`src/rtl/pipe_scoreboard.sv`:
```
// Hazard, forwarding and flush controller for the pipelined WISC core.
// In-flight register writes live in a DEPTH-slot shift table (slot 0 = EX, slot DEPTH-1 = WB).
module pipe_scoreboard #(
    parameter int AW      = 4,
    parameter int DEPTH   = 3,
    parameter int FWD_EN  = 1,
    parameter int R0_ZERO = 1,
    parameter int CNT_W   = 16
) (
    input  logic             clk,
    input  logic             rst,
    input  logic             id_valid,
    input  logic [AW-1:0]    id_src1,
    input  logic             id_src1_used,
    input  logic [AW-1:0]    id_src2,
    input  logic             id_src2_used,
    input  logic [AW-1:0]    id_dst,
    input  logic             id_wr_en,
    input  logic             id_is_load,
    input  logic             id_halt,
    input  logic             ex_redirect,
    output logic             stall,
    output logic             flush,
    output logic [3:0]       fwd_a,
    output logic [3:0]       fwd_b,
    output logic             halted,
    output logic [CNT_W-1:0] stall_cnt
);
    // Valid and halt flags must reach the WB slot; dst/wr only matter in slots that
    // can hazard (0..DEPTH-2), and the load flag only matters in slot 0 (load-use).
    logic [DEPTH-1:0] v_reg;
    logic [DEPTH-1:0] hlt_reg;
    logic [DEPTH-2:0] wr_reg;
    logic [AW-1:0]    dst_reg [DEPTH-1];
    logic             ld0_reg;
    logic             halt_pend_reg;
    logic             halted_reg;
    logic [CNT_W-1:0] stall_cnt_reg;

    logic [DEPTH-2:0] match_a;
    logic [DEPTH-2:0] match_b;
    logic             src1_zero;
    logic             src2_zero;
    logic [3:0]       sel_a;
    logic [3:0]       sel_b;
    logic             hazard;
    logic             stall_int;
    logic             issue;

    assign src1_zero = (R0_ZERO != 0) && (id_src1 == '0);
    assign src2_zero = (R0_ZERO != 0) && (id_src2 == '0);

    genvar gi;
    generate
        for (gi = 0; gi < DEPTH - 1; gi++) begin : g_match
            assign match_a[gi] = id_src1_used & v_reg[gi] & wr_reg[gi]
                               & (dst_reg[gi] == id_src1) & ~src1_zero;
            assign match_b[gi] = id_src2_used & v_reg[gi] & wr_reg[gi]
                               & (dst_reg[gi] == id_src2) & ~src2_zero;
        end
    endgenerate

    // Youngest matching slot wins: scan oldest to youngest so the lowest k overwrites.
    always_comb begin
        sel_a = 4'd0;
        sel_b = 4'd0;
        for (int k = DEPTH - 2; k >= 0; k--) begin
            if (match_a[k]) sel_a = 4'(k + 1);
            if (match_b[k]) sel_b = 4'(k + 1);
        end
    end

    always_comb begin
        if (FWD_EN != 0) hazard = (match_a[0] | match_b[0]) & ld0_reg;
        else             hazard = |{match_a, match_b};
    end

    assign flush     = ex_redirect;
    assign stall_int = (hazard | halt_pend_reg) & ~ex_redirect & ~rst;
    assign stall     = stall_int;
    assign issue     = id_valid & ~stall_int & ~ex_redirect & ~halt_pend_reg;
    assign fwd_a     = (FWD_EN != 0 && !stall_int && !ex_redirect && !rst) ? sel_a : 4'd0;
    assign fwd_b     = (FWD_EN != 0 && !stall_int && !ex_redirect && !rst) ? sel_b : 4'd0;
    assign halted    = halted_reg;
    assign stall_cnt = stall_cnt_reg;

    always_ff @(posedge clk or posedge rst) begin
        if (rst) begin
            v_reg   <= '0;
            hlt_reg <= '0;
            wr_reg  <= '0;
            ld0_reg <= 1'b0;
            for (int k = 0; k < DEPTH - 1; k++) dst_reg[k] <= '0;
        end else begin
            for (int k = DEPTH - 1; k > 0; k--) begin
                v_reg[k]   <= v_reg[k-1];
                hlt_reg[k] <= hlt_reg[k-1];
            end
            for (int k = DEPTH - 2; k > 0; k--) begin
                wr_reg[k]  <= wr_reg[k-1];
                dst_reg[k] <= dst_reg[k-1];
            end
            v_reg[0]   <= issue;
            hlt_reg[0] <= issue & id_halt;
            wr_reg[0]  <= issue & id_wr_en;
            dst_reg[0] <= issue ? id_dst : '0;
            ld0_reg    <= issue & id_is_load;
        end
    end

    always_ff @(posedge clk or posedge rst) begin
        if (rst) begin
            halt_pend_reg <= 1'b0;
            halted_reg    <= 1'b0;
            stall_cnt_reg <= '0;
        end else begin
            if (issue && id_halt) halt_pend_reg <= 1'b1;
            if (v_reg[DEPTH-1] && hlt_reg[DEPTH-1]) halted_reg <= 1'b1;
            // Halt-drain stalls are not hazards, so they are left out of the count.
            if (stall_int && !halt_pend_reg && stall_cnt_reg != '1)
                stall_cnt_reg <= stall_cnt_reg + CNT_W'(1);
        end
    end
endmodule

```
`config.mk`:
```
export PLATFORM = sky130hd
export DESIGN_NAME = pipe_scoreboard
export DESIGN_NICKNAME = d
export VERILOG_FILES = /design/src/rtl/pipe_scoreboard.sv
export SDC_FILE = /design/constraint.sdc
export NUM_CORES = 1
export LEC_CHECK = 0
export ABC_AREA = 1
export CAP_MARGIN = 20
export CORE_ASPECT_RATIO = 0.9
export CORE_MARGIN = 3
export CORE_UTILIZATION = 45
export CTS_BUF_LIST = sky130_fd_sc_hd__clkbuf_8
export DETAILED_ROUTE_END_ITERATION = 10
export PLACE_DENSITY = 0.74
export SLEW_MARGIN = 20
export SYNTH_ARGS = -nofsm -noshare
export SYNTH_HDL_FRONTEND = slang
export SYNTH_SLANG_ARGS = --single-unit
```
`constraint.sdc`:
```
create_clock -name clk -period 3.05 [get_ports clk]
set_input_delay 0.915 -clock clk [delete_from_list [all_inputs] [get_ports clk]]
set_output_delay 0.915 -clock clk [all_outputs]
set_load 0.02 [all_outputs]
```
==> results of run 1 <==
-- critical path: stages --
cell and delay, ns:
clkbuf_2 0.12, nor2_2 0.12, nand2_2 0.07, nand2_1 0.06
nor2_1 0.04, nand2_1 0.11, buf_4 0.13, buf_4 0.11
nand3_1 0.10, nor2_2 0.11, buf_4 0.14
-- area by class of cell --
cell class	instances	area (um2)
fill	356	1470
multi-input combinational	182	1000
sequential	35	876
timing repair buffer	61	524
inverter	34	128
tap	60	75.1
clock buffer	5	68.8
clock inverter	3	12.5
-- cell usage in the layout (no fill, tap or decap), drive strengths merged --
cell and count:
nand2 78, inv 36, dfrtp 35, nor2 32
clkdlybuf4s50 27, buf 27, nand4 21, nand3 15
xnor2 13, clkbuf 10, xor2 9, nor3 5
conb 4, nand3b 2, nor3b 1, a21o 1
ha 1, clkinv 1, dlygate4sd2 1, dlymetal6s2s 1
-- cells by family (layout without fill, tap and decap cells) --
| family | count (synthesis) | after routing | synth area share |
|---|---|---|---|
| DFF | 35 | 35 | 0.440 |
| other | 1 | 4 | 0.00188 |
| xor gates and xnor gates | 22 | 22 | 0.0968 |
| AOI/OAI and AO/OA | 1 | 1 | 0.00377 |
| adders and majority gates | 1 | 1 | 0.00628 |
| buffers and inverters | 43 | 103 | 0.0962 |
| and+or+nand+nor | 154 | 154 | 0.355 |
-- timing repair --
item                                    4_1_cts  5_1_grt
setup buffers                                 2        1
pin swaps                                    10        8
resized for setup                            54       27
endpoints found under the setup margin        5        6
endpoints found under the hold margin         0        0
-- power by group through the flow --
stage / clock network, mW / logic (mW) / registers, mW
6_report: 0.318 / 0.0816 / 0.464
5_1_grt: 0.347 / 0.0907 / 0.464
4_1_cts: 0.326 / 0.0833 / 0.464
3_5_place_dp: 0 / 0.0841 / 0.473
3_3_place_gp: 0 / 0.0832 / 0.473
2_1_floorplan: 0 / 0.0379 / 0.473
-- metal layers --
metal	share of wire	GRT usage
met2	0.45	0.303
met1	0.47	0.264
met4	0.015	0.0744
met5	0	0
met3	0.064	0.0444
-- stage by stage --
step | hold slack [ns] | setup TNS (ns)
after CTS | 0.349 | 0
after detailed placement | 0.335 | -3.84
after global placement | 0.335 | -3.59
after floorplan | 0.331 | 0
final | 0.347 | 0
after global routing | 0.363 | -0.00929
-- path summary, 6_finish.rpt --
path                                    from       endpoint  slack (ns)  depth (start not counted)
worst max-delay path              id_src1[0]       fwd_a[1]        0.11                         11
worst min-delay path              hlt_reg[1]     hlt_reg[2]        0.35                          0
worst max register to register  stall_cnt[0]  stall_cnt[12]        1.08                         10
worst min register to register    hlt_reg[1]     hlt_reg[2]        0.35                          0
max in group asynchronous                rst     hlt_reg[1]        1.66                          3
min in group asynchronous                rst   stall_cnt[2]        1.06                          3
==> run metrics, run 1 <==
die area 0.00526 mm2; P_sw 0.208 mW; Startpoint Class input pin; DR vias 1,829; gr ovfl total 0; status finished, final reports clean; root buffer cell clkbuf_8; Worst-path clk slew ~0.060 ns; Syn. warnings 0; internal power approximately 0.66 mW; Crit. End Element output port; Die X 76.1 um; initial core utilization 0.479; vias in the first global route 1,822; crit-path max FO 3; fmax 340 MHz; synthesized cell area 0.00199 mm2; final setup skew about 0.011 ns; Lkg Pwr approximately 1.3 nW; TritonCTS Buffers 5; Final min period a little under 3 ns; First DRT Iteration DRCs 115; Synth top area share 0.440; Inst Count DP 369; DP HPWL 3310 um; H-tree levels 2; Post-Synthesis Cells 257; clk buf depth 2; Final Wtd Congestion 0.871; Fin. Hold Viols 0; Setup WS pre-CTS -0.796 ns; chip height 69.1 um; Critical Path AT around 2 ns; Switching Fraction 0.241; largest net degree at the start of global routing 36; Post-synth EDFFs 0; row count 22; vias per cell 4.81; Max-Cap Viols 0; Final setup viols 0; critical path required time approximately 2.1 ns; clock share of power 0.368; number of port buffers 43; initial antenna violation count 0; slack of the critical path 0.105 ns; Min-Delay Path Class flip-flop to flip-flop; Mapped Avg Cell Area 7.75 um2; critical path type input pin to output port; top cells by area, synth dfrtp_1, nand2_1, nand4_1; post-route ant nets 0; final core utilization 0.646; drt wl/cell 12.2 um; Total GRT Usage 0.194; CTS sink cnt 35; Design Area, Final 0.00269 mm2; synthesis-to-finish area growth 34.9%; maximum vdd drop 0.255 mV; CTS tree done; count leader, synth nand2_1; Final Non-Filler Cells 380; Seq/Total Area, Yosys 0.440; Tot Pwr about 0.86 mW; Combinational Power Share 0.095; Main synth FF type dfrtp_1; Yosys top cell by area dfrtp_1; synthesized flop and latch total 35; router iterations before antenna repair 5; later-pin clock latency in the skew report 0.29 ns; post-synthesis async set-or-reset flop share 1.00; residual DRC count 0; fin nets 341; IO Pins 48; Placed Area 0.00256 mm2; Slew Limit Fails 0; Routed WL about 4600 um; Synth top cells by count nand2_1, dfrtp_1, inv_1; max reg flops 16; pwr dens 321 mW/mm2; sequential fraction of design power 0.538; Tcrit/Tclk final 0.965; core area about 0.0042 mm2; share of cells above drive strength 1 0.188; first-pass GRT wire length 8340 um; Hold Buf Count CTS 0; post-synth cell types 24; number of diodes 0
(Power assumes the default switching activity.)
==> run 2: changes to the inputs <==
--- a/config.mk
+++ b/config.mk
@@ -13,6 +13,7 @@
 export CTS_BUF_LIST = sky130_fd_sc_hd__clkbuf_8
 export DETAILED_ROUTE_END_ITERATION = 10
 export PLACE_DENSITY = 0.74
+export REMOVE_ABC_BUFFERS = 1
 export SLEW_MARGIN = 20
 export SYNTH_ARGS = -nofsm -noshare
 export SYNTH_HDL_FRONTEND = slang
==> run metrics, run 2 (synthesized netlist as in run 1, its figures left out) <==
CTS tree done; Critical Path AT 2.01 ns (-0.02 ns); Setup TNS Final 0 ns (unchanged); final setup skew 0.00635 ns (-0.00425 ns); critical path type input pin to output port; Slew Limit Fails 0 (unchanged); Final setup viols 0 (unchanged); Crit. End Element output port; first-pass GRT wire length 7800 um (-6.5%); residual DRC count 0 (unchanged); initial antenna violation count 0 (unchanged); core area 0.00416 mm2 (unchanged); most frequent cells in the layout nand2_1, dfrtp_1, inv_1, clkdlybuf4s50_1, nor2_1; Final Wtd Congestion 0.902 (+3.6%); vias per cell 4.77 (-0.86%); number of diodes 0 (unchanged); Inst Count DP 372 (+0.81%); Tcrit/Tclk final 0.958 (-0.00737); die area 0.00526 mm2 (unchanged); Fin. Hold Viols 0 (unchanged); gr ovfl total 0 (unchanged); Max-Cap Viols 0 (unchanged); vias in the first global route 1,700 (-6.7%); largest net degree at the start of global routing 36 (unchanged); Startpoint Class input pin; Total GRT Usage 0.180 (-0.0144); Worst-path clk slew 0.07 ns (about the same); Design Area, Final 0.00269 mm2 (about the same); Routed WL 4670 um (+0.37%); later-pin clock latency in the skew report 0.28 ns (about the same); share of cells above drive strength 1 0.168 (-0.0193); critical path required time 2.13 ns (about the same); clk buf depth 2 (unchanged); maximum vdd drop 0.242 mV (-5.1%); Final Non-Filler Cells 381 (+0.26%); First DRT Iteration DRCs 79 (-31%); Tot Pwr 0.867 mW (+0.40%); crit-path max FO 4 (+1); number of port buffers 43 (unchanged); fin nets 342 (+0.29%); Die X 76.1 um (unchanged); DR vias 1,818 (-0.60%); drt wl/cell 12.2 um (+0.10%); initial core utilization 0.479 (unchanged); Lkg Pwr 1.33 nW (-0.75%); status finished, final reports clean; CTS sink cnt 35 (unchanged); synthesis-to-finish area growth 34.9% (about the same); chip height 69.1 um (unchanged); IO Pins 48 (unchanged); most common cell after layout, fill and taps aside nand2_1; Final min period 2.92 ns (-0.0225 ns); root buffer cell clkbuf_8; router iterations before antenna repair 4 (-1); pwr dens 323 mW/mm2 (+0.45%); fmax 342 MHz (+0.77%); Placed Area 0.00258 mm2 (+0.88%); H-tree levels 2 (unchanged); row count 22 (unchanged); DP HPWL 3430 um (+3.7%); Min-Delay Path Class flip-flop to flip-flop; max reg flops 16 (unchanged); post-route ant nets 0 (unchanged); TritonCTS Buffers 5 (unchanged)
[run 2: critical path, cell delays in order]
cell and delay [ns]:
dlygate4sd2_1 0.25, inv_1 0.05, nor2_1 0.04, nand2_1 0.05, nor2_1 0.04, nand2_1 0.07
nand2_1 0.07, nand2_2 0.12, nand3_4 0.14, nor2_4 0.14, buf_6 0.12
[run 2: power by group]
part	switching, mW	internal [mW]
Combinational	0.0420	0.0388
Sequential	0.0000712	0.464
Clock	0.166	0.156
[run 2: cell type report]
type	instances	area [um2]
multi-input cells	182	982
repair buffers	62	539
flip-flops and latches	35	876
inverters	34	128
clock buffers	5	68.8
fillers	384	1470
well taps	60	75.1
clock inverters	3	16.3
[run 2: what timing repair did]
action	CTS	global route
buffers inserted	0	1
gates resized for setup	36	32
pin swaps	4	9
endpoints found under the setup margin	5	6
hold buffers	0	0
[run 2: path summary, 6_finish.rpt]
check / cells past startpoint / slack (ns) / to / startpoint
min in group asynchronous: 3 / 1.08 / v_reg[2] / rst
min: 0 / 0.35 / hlt_reg[1] / hlt_reg[0]
max reg2reg: 9 / 1.19 / stall_cnt[10] / stall_cnt[0]
max: 11 / 0.13 / fwd_b[1] / id_src1_used
max in group asynchronous: 3 / 1.67 / wr_reg[1] / rst
min reg2reg: 0 / 0.35 / hlt_reg[1] / hlt_reg[0]
[run 2: metrics by stage]
stage               worst slack [ns]  hold WS, ns  utilization
global route                -0.00557        0.360        0.646
finish                         0.128        0.347        0.646
floorplan                      0.231        0.331            -
global placement              -0.650        0.333        0.620
detailed placement            -0.703        0.340        0.620
CTS                           0.0123        0.347        0.637
[run 2: routing by layer]
| metal | share of wire | GRT usage |
|---|---|---|
| met5 | 0 | 0 |
| met1 | 0.51 | 0.260 |
| met4 | 0.0099 | 0.0563 |
| met2 | 0.44 | 0.268 |
| met3 | 0.039 | 0.0431 |
